### config.mk
export PLATFORM = sky130hd
export DESIGN_NAME = serial_remainder_mod_n_fsm
export DESIGN_NICKNAME = d
export VERILOG_FILES = /design/src/rtl/serial_mod_pkg.sv /design/src/rtl/serial_mod_step.sv /design/src/rtl/serial_remainder_mod_n_fsm.sv
export SDC_FILE = /design/constraint.sdc
export NUM_CORES = 1
export LEC_CHECK = 0
export CORE_MARGIN = 3
export CORE_UTILIZATION = 40
export CTS_CLUSTER_DIAMETER = 60
export DETAILED_ROUTE_END_ITERATION = 7
export PLACE_DENSITY = 0.69
export SYNTH_ARGS = -nofsm -noshare
export SYNTH_HDL_FRONTEND = slang
export SYNTH_HIERARCHICAL = 1
export SYNTH_SLANG_ARGS = --single-unit
### constraint.sdc
create_clock -name clk -period 1.71 [get_ports clk]
set_input_delay 0.342 -clock clk [delete_from_list [all_inputs] [get_ports clk]]
set_output_delay 0.342 -clock clk [all_outputs]
set_load 0.1 [all_outputs]
### src/rtl/serial_mod_pkg.sv
`default_nettype none
// ============================================================================
// Module      : serial_mod_pkg
// Description : Shared constants, types and helpers for the serial mod-N
//               remainder tracker. Selects the bit order at build time:
//               define SERIAL_MOD_LSB_FIRST_EN for LSB-first framing,
//               leave it undefined for MSB-first framing.
// Revision    : 1.0  initial release
// ============================================================================
package serial_mod_pkg;

    // Legal divisor range for the remainder tracker.
    localparam int MIN_DIVISOR = 2;
    localparam int MAX_DIVISOR = 256;

    // Widest remainder any legal divisor can need.
    localparam int MAX_RW = $clog2(MAX_DIVISOR);

    // One bit wider than the widest remainder so that N itself and any
    // residue fit; this is the working width of mod_add.
    typedef logic [MAX_RW:0] mod_word_t;

    // Order in which the serial bits of a number arrive.
    typedef enum logic {
        BIT_ORDER_MSB_FIRST = 1'b0,
        BIT_ORDER_LSB_FIRST = 1'b1
    } bit_order_e;

`ifdef SERIAL_MOD_LSB_FIRST_EN
    localparam bit_order_e BIT_ORDER = BIT_ORDER_LSB_FIRST;
`else
    localparam bit_order_e BIT_ORDER = BIT_ORDER_MSB_FIRST;
`endif

    // Remainder width needed to hold residues 0..divisor-1.
    function automatic int rem_width(input int divisor);
        return $clog2(divisor);
    endfunction

    // (a + b) mod n for a, b < n: the sum is below 2n, so one
    // conditional subtract fully reduces it.
    function automatic mod_word_t mod_add(input mod_word_t a,
                                          input mod_word_t b,
                                          input mod_word_t n);
        logic [MAX_RW+1:0] sum;
        sum = {1'b0, a} + {1'b0, b};
        if (sum >= {1'b0, n}) begin
            sum = sum - {1'b0, n};
        end
        return sum[MAX_RW:0];
    endfunction

endpackage : serial_mod_pkg
`default_nettype wire

### src/rtl/serial_mod_step.sv
`default_nettype none
// ============================================================================
// Module      : serial_mod_step
// Description : Combinational next-state logic of the mod-N remainder FSM.
//               MSB-first: r' = (2r + b) mod N.
//               LSB-first (SERIAL_MOD_LSB_FIRST_EN): r' = (r + b*w) mod N,
//               w' = 2w mod N. A start bit treats the prior state as r = 0
//               (and w = 1), so the first bit of a frame yields r' = b.
// Revision    : 1.0  initial release
// ============================================================================
module serial_mod_step
    import serial_mod_pkg::*;
#(
    parameter int DIVISOR = 5,
    parameter int RW      = $clog2(DIVISOR)
) (
    input  logic [RW-1:0] cur_rem,
    input  logic [RW-1:0] cur_weight,
    input  logic          start,
    input  logic          new_bit,
    output logic [RW-1:0] next_rem,
    output logic [RW-1:0] next_weight
);

    logic [RW-1:0] base_rem;

    // A start bit discards the running residue of the previous frame.
    always_comb begin
        base_rem = start ? '0 : cur_rem;
    end

    generate
        if (BIT_ORDER == BIT_ORDER_LSB_FIRST) begin : g_lsb_first
            logic [RW-1:0] base_weight;
            logic [RW-1:0] addend;

            // Add this bit's weight into the residue, then double the weight.
            always_comb begin
                base_weight = start ? RW'(1) : cur_weight;
                addend      = new_bit ? base_weight : '0;
                next_rem    = RW'(mod_add(mod_word_t'(base_rem),
                                          mod_word_t'(addend),
                                          mod_word_t'(DIVISOR)));
                next_weight = RW'(mod_add(mod_word_t'(base_weight),
                                          mod_word_t'(base_weight),
                                          mod_word_t'(DIVISOR)));
            end
        end else begin : g_msb_first
            // N always fits in RW+1 bits because N <= 2^RW.
            localparam logic [RW:0] N_EXT = (RW+1)'(DIVISOR);
            logic [RW:0] doubled;

            // Shift the new bit in and fold back with one subtract; weight
            // has no role in this order and simply holds its value.
            always_comb begin
                doubled     = {base_rem, new_bit};
                next_rem    = (doubled >= N_EXT) ? RW'(doubled - N_EXT)
                                                 : RW'(doubled);
                next_weight = cur_weight;
            end
        end
    endgenerate

endmodule : serial_mod_step
`default_nettype wire

### src/rtl/serial_remainder_mod_n_fsm.sv
`default_nettype none
// ============================================================================
// Module      : serial_remainder_mod_n_fsm
// Description : Serial mod-DIVISOR remainder tracker. Accepts one bit per
//               valid cycle framed by in_start/in_last, keeps the running
//               residue (the FSM state, encoded as the residue value), and
//               on frame end captures the final residue with a one-cycle
//               done strobe. Bit order is MSB-first unless the build macro
//               SERIAL_MOD_LSB_FIRST_EN is defined.
// Revision    : 1.0  initial release
// ============================================================================
module serial_remainder_mod_n_fsm
    import serial_mod_pkg::*;
#(
    parameter int DIVISOR = 5,
    parameter int RW      = $clog2(DIVISOR)
) (
    input  logic          clk,
    input  logic          rst,
    input  logic          in_valid,
    input  logic          in_start,
    input  logic          in_last,
    input  logic          new_bit,
    output logic [RW-1:0] remainder,
    output logic          div_by_n,
    output logic          done,
    output logic [RW-1:0] result_rem,
    output logic          result_div
);

    // Reject unsupported divisors and an overridden remainder width.
    generate
        if (DIVISOR < MIN_DIVISOR || DIVISOR > MAX_DIVISOR) begin : g_bad_divisor
            $error("serial_remainder_mod_n_fsm: DIVISOR %0d outside 2..256", DIVISOR);
        end
        if (RW != rem_width(DIVISOR)) begin : g_bad_rw
            $error("serial_remainder_mod_n_fsm: RW must equal $clog2(DIVISOR)");
        end
    endgenerate

    localparam logic [RW-1:0] WEIGHT_RESET = RW'(1);

    logic [RW-1:0] remainder_q,  remainder_d;
    logic [RW-1:0] weight_q,     weight_d;
    logic          done_q,       done_d;
    logic [RW-1:0] result_rem_q, result_rem_d;
    logic          result_div_q, result_div_d;

    logic [RW-1:0] step_rem;
    logic [RW-1:0] step_weight;

    serial_mod_step #(
        .DIVISOR (DIVISOR),
        .RW      (RW)
    ) u_step (
        .cur_rem     (remainder_q),
        .cur_weight  (weight_q),
        .start       (in_start),
        .new_bit     (new_bit),
        .next_rem    (step_rem),
        .next_weight (step_weight)
    );

    // Advance on accepted bits only; a last bit also latches the result
    // and arms the done strobe for the following cycle.
    always_comb begin
        remainder_d  = remainder_q;
        weight_d     = weight_q;
        done_d       = 1'b0;
        result_rem_d = result_rem_q;
        result_div_d = result_div_q;
        if (in_valid) begin
            remainder_d = step_rem;
            weight_d    = step_weight;
            if (in_last) begin
                result_rem_d = step_rem;
                result_div_d = (step_rem == '0);
                done_d       = 1'b1;
            end
        end
    end

    // All state clears the instant rst rises, including an in-flight done.
    always_ff @(posedge clk or posedge rst) begin
        if (rst) begin
            remainder_q  <= '0;
            weight_q     <= WEIGHT_RESET;
            done_q       <= 1'b0;
            result_rem_q <= '0;
            result_div_q <= 1'b1;
        end else begin
            remainder_q  <= remainder_d;
            weight_q     <= weight_d;
            done_q       <= done_d;
            result_rem_q <= result_rem_d;
            result_div_q <= result_div_d;
        end
    end

    // Outputs come straight from the registers; div_by_n decodes the state.
    always_comb begin
        remainder  = remainder_q;
        div_by_n   = (remainder_q == '0);
        done       = done_q;
        result_rem = result_rem_q;
        result_div = result_div_q;
    end

endmodule : serial_remainder_mod_n_fsm
`default_nettype wire

==> flow_metrics.env <==
export IMPL_status="finished, violations left"
export IMPL_violations="setup timing"
export IMPL_grt_first_pass_wirelength_mm=1.77
export IMPL_p_sw_uw=704
export IMPL_worstPathRequired_ns=1.88
export IMPL_fin_ws_ns=-0.000893
export IMPL_rr_startpoint="remainder[0]"
export IMPL_cts_sinks=8
export IMPL_cts_buffers=3
export IMPL_root_buffer="clkbuf_4"
export IMPL_grt_max_degree=9
export IMPL_internal_power_uw=713
export IMPL_clk_pin_slew_worst_paths_ns=0.06
export IMPL_antenna_found_initial=0
export IMPL_hold_path_class="input pin to asynchronous set/reset pin"
export IMPL_grt_usage_pct=17.6
export IMPL_pre_cts_ws_ns=-0.336
export IMPL_drtIter0Drc=3
export IMPL_nets=68
export IMPL_overflow=0
export IMPL_max_slew_margin_rel_pct=78.6
export IMPL_critPathMaxFanout=3
export IMPL_power_density_nw_per_um2=1740
export IMPL_die_h_microns=39.1
export IMPL_cts_tree="built"
export IMPL_clkLatencyLatePin_ns=0.25
export IMPL_max_clock_path_buffers=2
export IMPL_power_frac_seq_pct=23.8
export IMPL_finalSetupViolCount=1
export IMPL_syn_to_final_growth_pct=85.7
export IMPL_vias=369
export IMPL_syn_area_per_cell_sq_um=12.2
export IMPL_crit_arrival_ns=1.88
export IMPL_synth_nets=44
export IMPL_drtPass1Iterations=4
export IMPL_hold_viol=0
export IMPL_die_w_microns=39.1
export IMPL_irDropWorstVdd_v=0.00123
export IMPL_power_share_switching_pct=49.7
export IMPL_final_core_util_pct=83.2
export IMPL_place_port_buffers=14
export IMPL_grt_pass1_vias=399
export IMPL_wirelength_mm=1.13
export IMPL_ant_nets=0
export IMPL_critPathLaunchType="register"
export IMPL_ios=15
export IMPL_die_area_sq_um=1530
export IMPL_p_comb_share_pct=65.5
export IMPL_place_hpwl_microns=817
export IMPL_drv_slew=0
export IMPL_place_congestion=0.722
export IMPL_timing_critical_path_from="remainder[0]"
export IMPL_clock_power_share_pct=10.8
export IMPL_end_kind="register"
export IMPL_antenna_cells=0
export IMPL_start_util_pct=44.8
export IMPL_post_route_drc_count=0
export IMPL_max_cap_viol_count=0
export IMPL_fillers=47
export IMPL_fin_crit_ns=1.71
export IMPL_netlist_instances=36
export IMPL_drive_above_1_share_pct=61.0
export IMPL_htreeDepth=1
export IMPL_p_leak_nw=0.385
export IMPL_tightest_slew_ns=0.319
export IMPL_rows=11
export IMPL_crit_type="register to register"
export IMPL_wl_per_cell_microns=15.6
export IMPL_yosys_warnings=6
export IMPL_vias_per_cell=5.13
export IMPL_fmax_mhz=584
export IMPL_syn_cell_area_sq_um=438
export IMPL_fin_skew_ns=0.00870
export IMPL_core_area_sq_um=977
export IMPL_fin_crit_sh_pct=100
-- per-layer routing --
metal  part of all wire (%)  vias to the layer above  track usage [%]
met5                      0                        -                0
met4                    1.5                        0             5.98
met3                    4.6                        2             3.47
met2                     54                       13             30.3
met1                     39                      185             21.2
li1                       -                      169                -
-- final timing paths --
path / cells past startpoint / slack, ns / end
max in group asynchronous: 2 / 1.07 / result_div
hold reg to reg: 1 / 0.58 / result_rem[2]
hold / removal: 2 / 0.35 / result_rem[2]
setup / recovery: 7 / -0.0009 / result_div
setup reg to reg: 7 / -0.0009 / result_div
min in group clk: 1 / 0.58 / result_rem[2]
-- placed cells by master, fill, tap and decap left out, types with 3 or more instances in the layout --
cell             n
inv_1            3
mux2_4           4
buf_4            6
clkbuf_4         3
mux2_2           3
buf_12           9
clkdlybuf4s50_1  3
dfrtp_1          4
-- state kept, by name, summed over array words and instances, names as in the netlist --
name / cells
done: 1
remainder: 3
result_div: 1
result_rem: 3
-- per-stage QoR --
step / instance area (sq um) / cells / hold WS [ns] / setup TNS, ns / total power [mW]
final: 813 / 72 / 0.346 / -0.000893 / 1.42
after floorplan: 482 / 36 / 0.157 / -0.185 / 0.892
after CTS: 806 / 71 / 0.352 / 0 / 1.42
after detailed placement: 754 / 67 / 0.572 / -1.65 / 1.24
after global placement: 754 / 67 / 0.561 / -1.40 / 1.23
after global routing: 813 / 72 / 0.373 / -0.00612 / 1.47
-- layout make-up --
cell class / count / area, sq um / share of cell area, %
flip-flops and latches: 8 / 210 / 25.8
repair buffers: 20 / 273 / 33.5
multi-input cells: 24 / 277 / 34.0
well taps: 13 / 16.3 / 2.00
clock buffers: 4 / 26.3 / 3.23
inverters: 3 / 11.3 / 1.38
-- critical path: stages (launching register included) --
cell and delay [ns]:
dfrtp_4 0.49, nand2b_4 0.11, ha_4 0.16, nand2b_4 0.07, a21oi_4 0.16, mux2i_1 0.29
nor3_1 0.08, mux2_4 0.27
-- power groups by stage --
stage | clock network, mW | logic [mW] | registers (mW)
final | 0.153 | 0.928 | 0.337
after global routing | 0.173 | 0.951 | 0.346
after CTS | 0.160 | 0.919 | 0.339
after detailed placement | 0 | 0.906 | 0.338
after global placement | 0 | 0.895 | 0.331
after floorplan | 0 | 0.224 | 0.668
-- repair_timing --
item | CTS | global route
pin swaps | 2 | 2
setup buffers | 0 | 1
hold buffers | 0 | 0
hold endpoints to repair | 0 | 0
setup endpoints to repair | 3 | 1
gates resized for setup | 5 | 0
(Power assumes the default switching activity.)
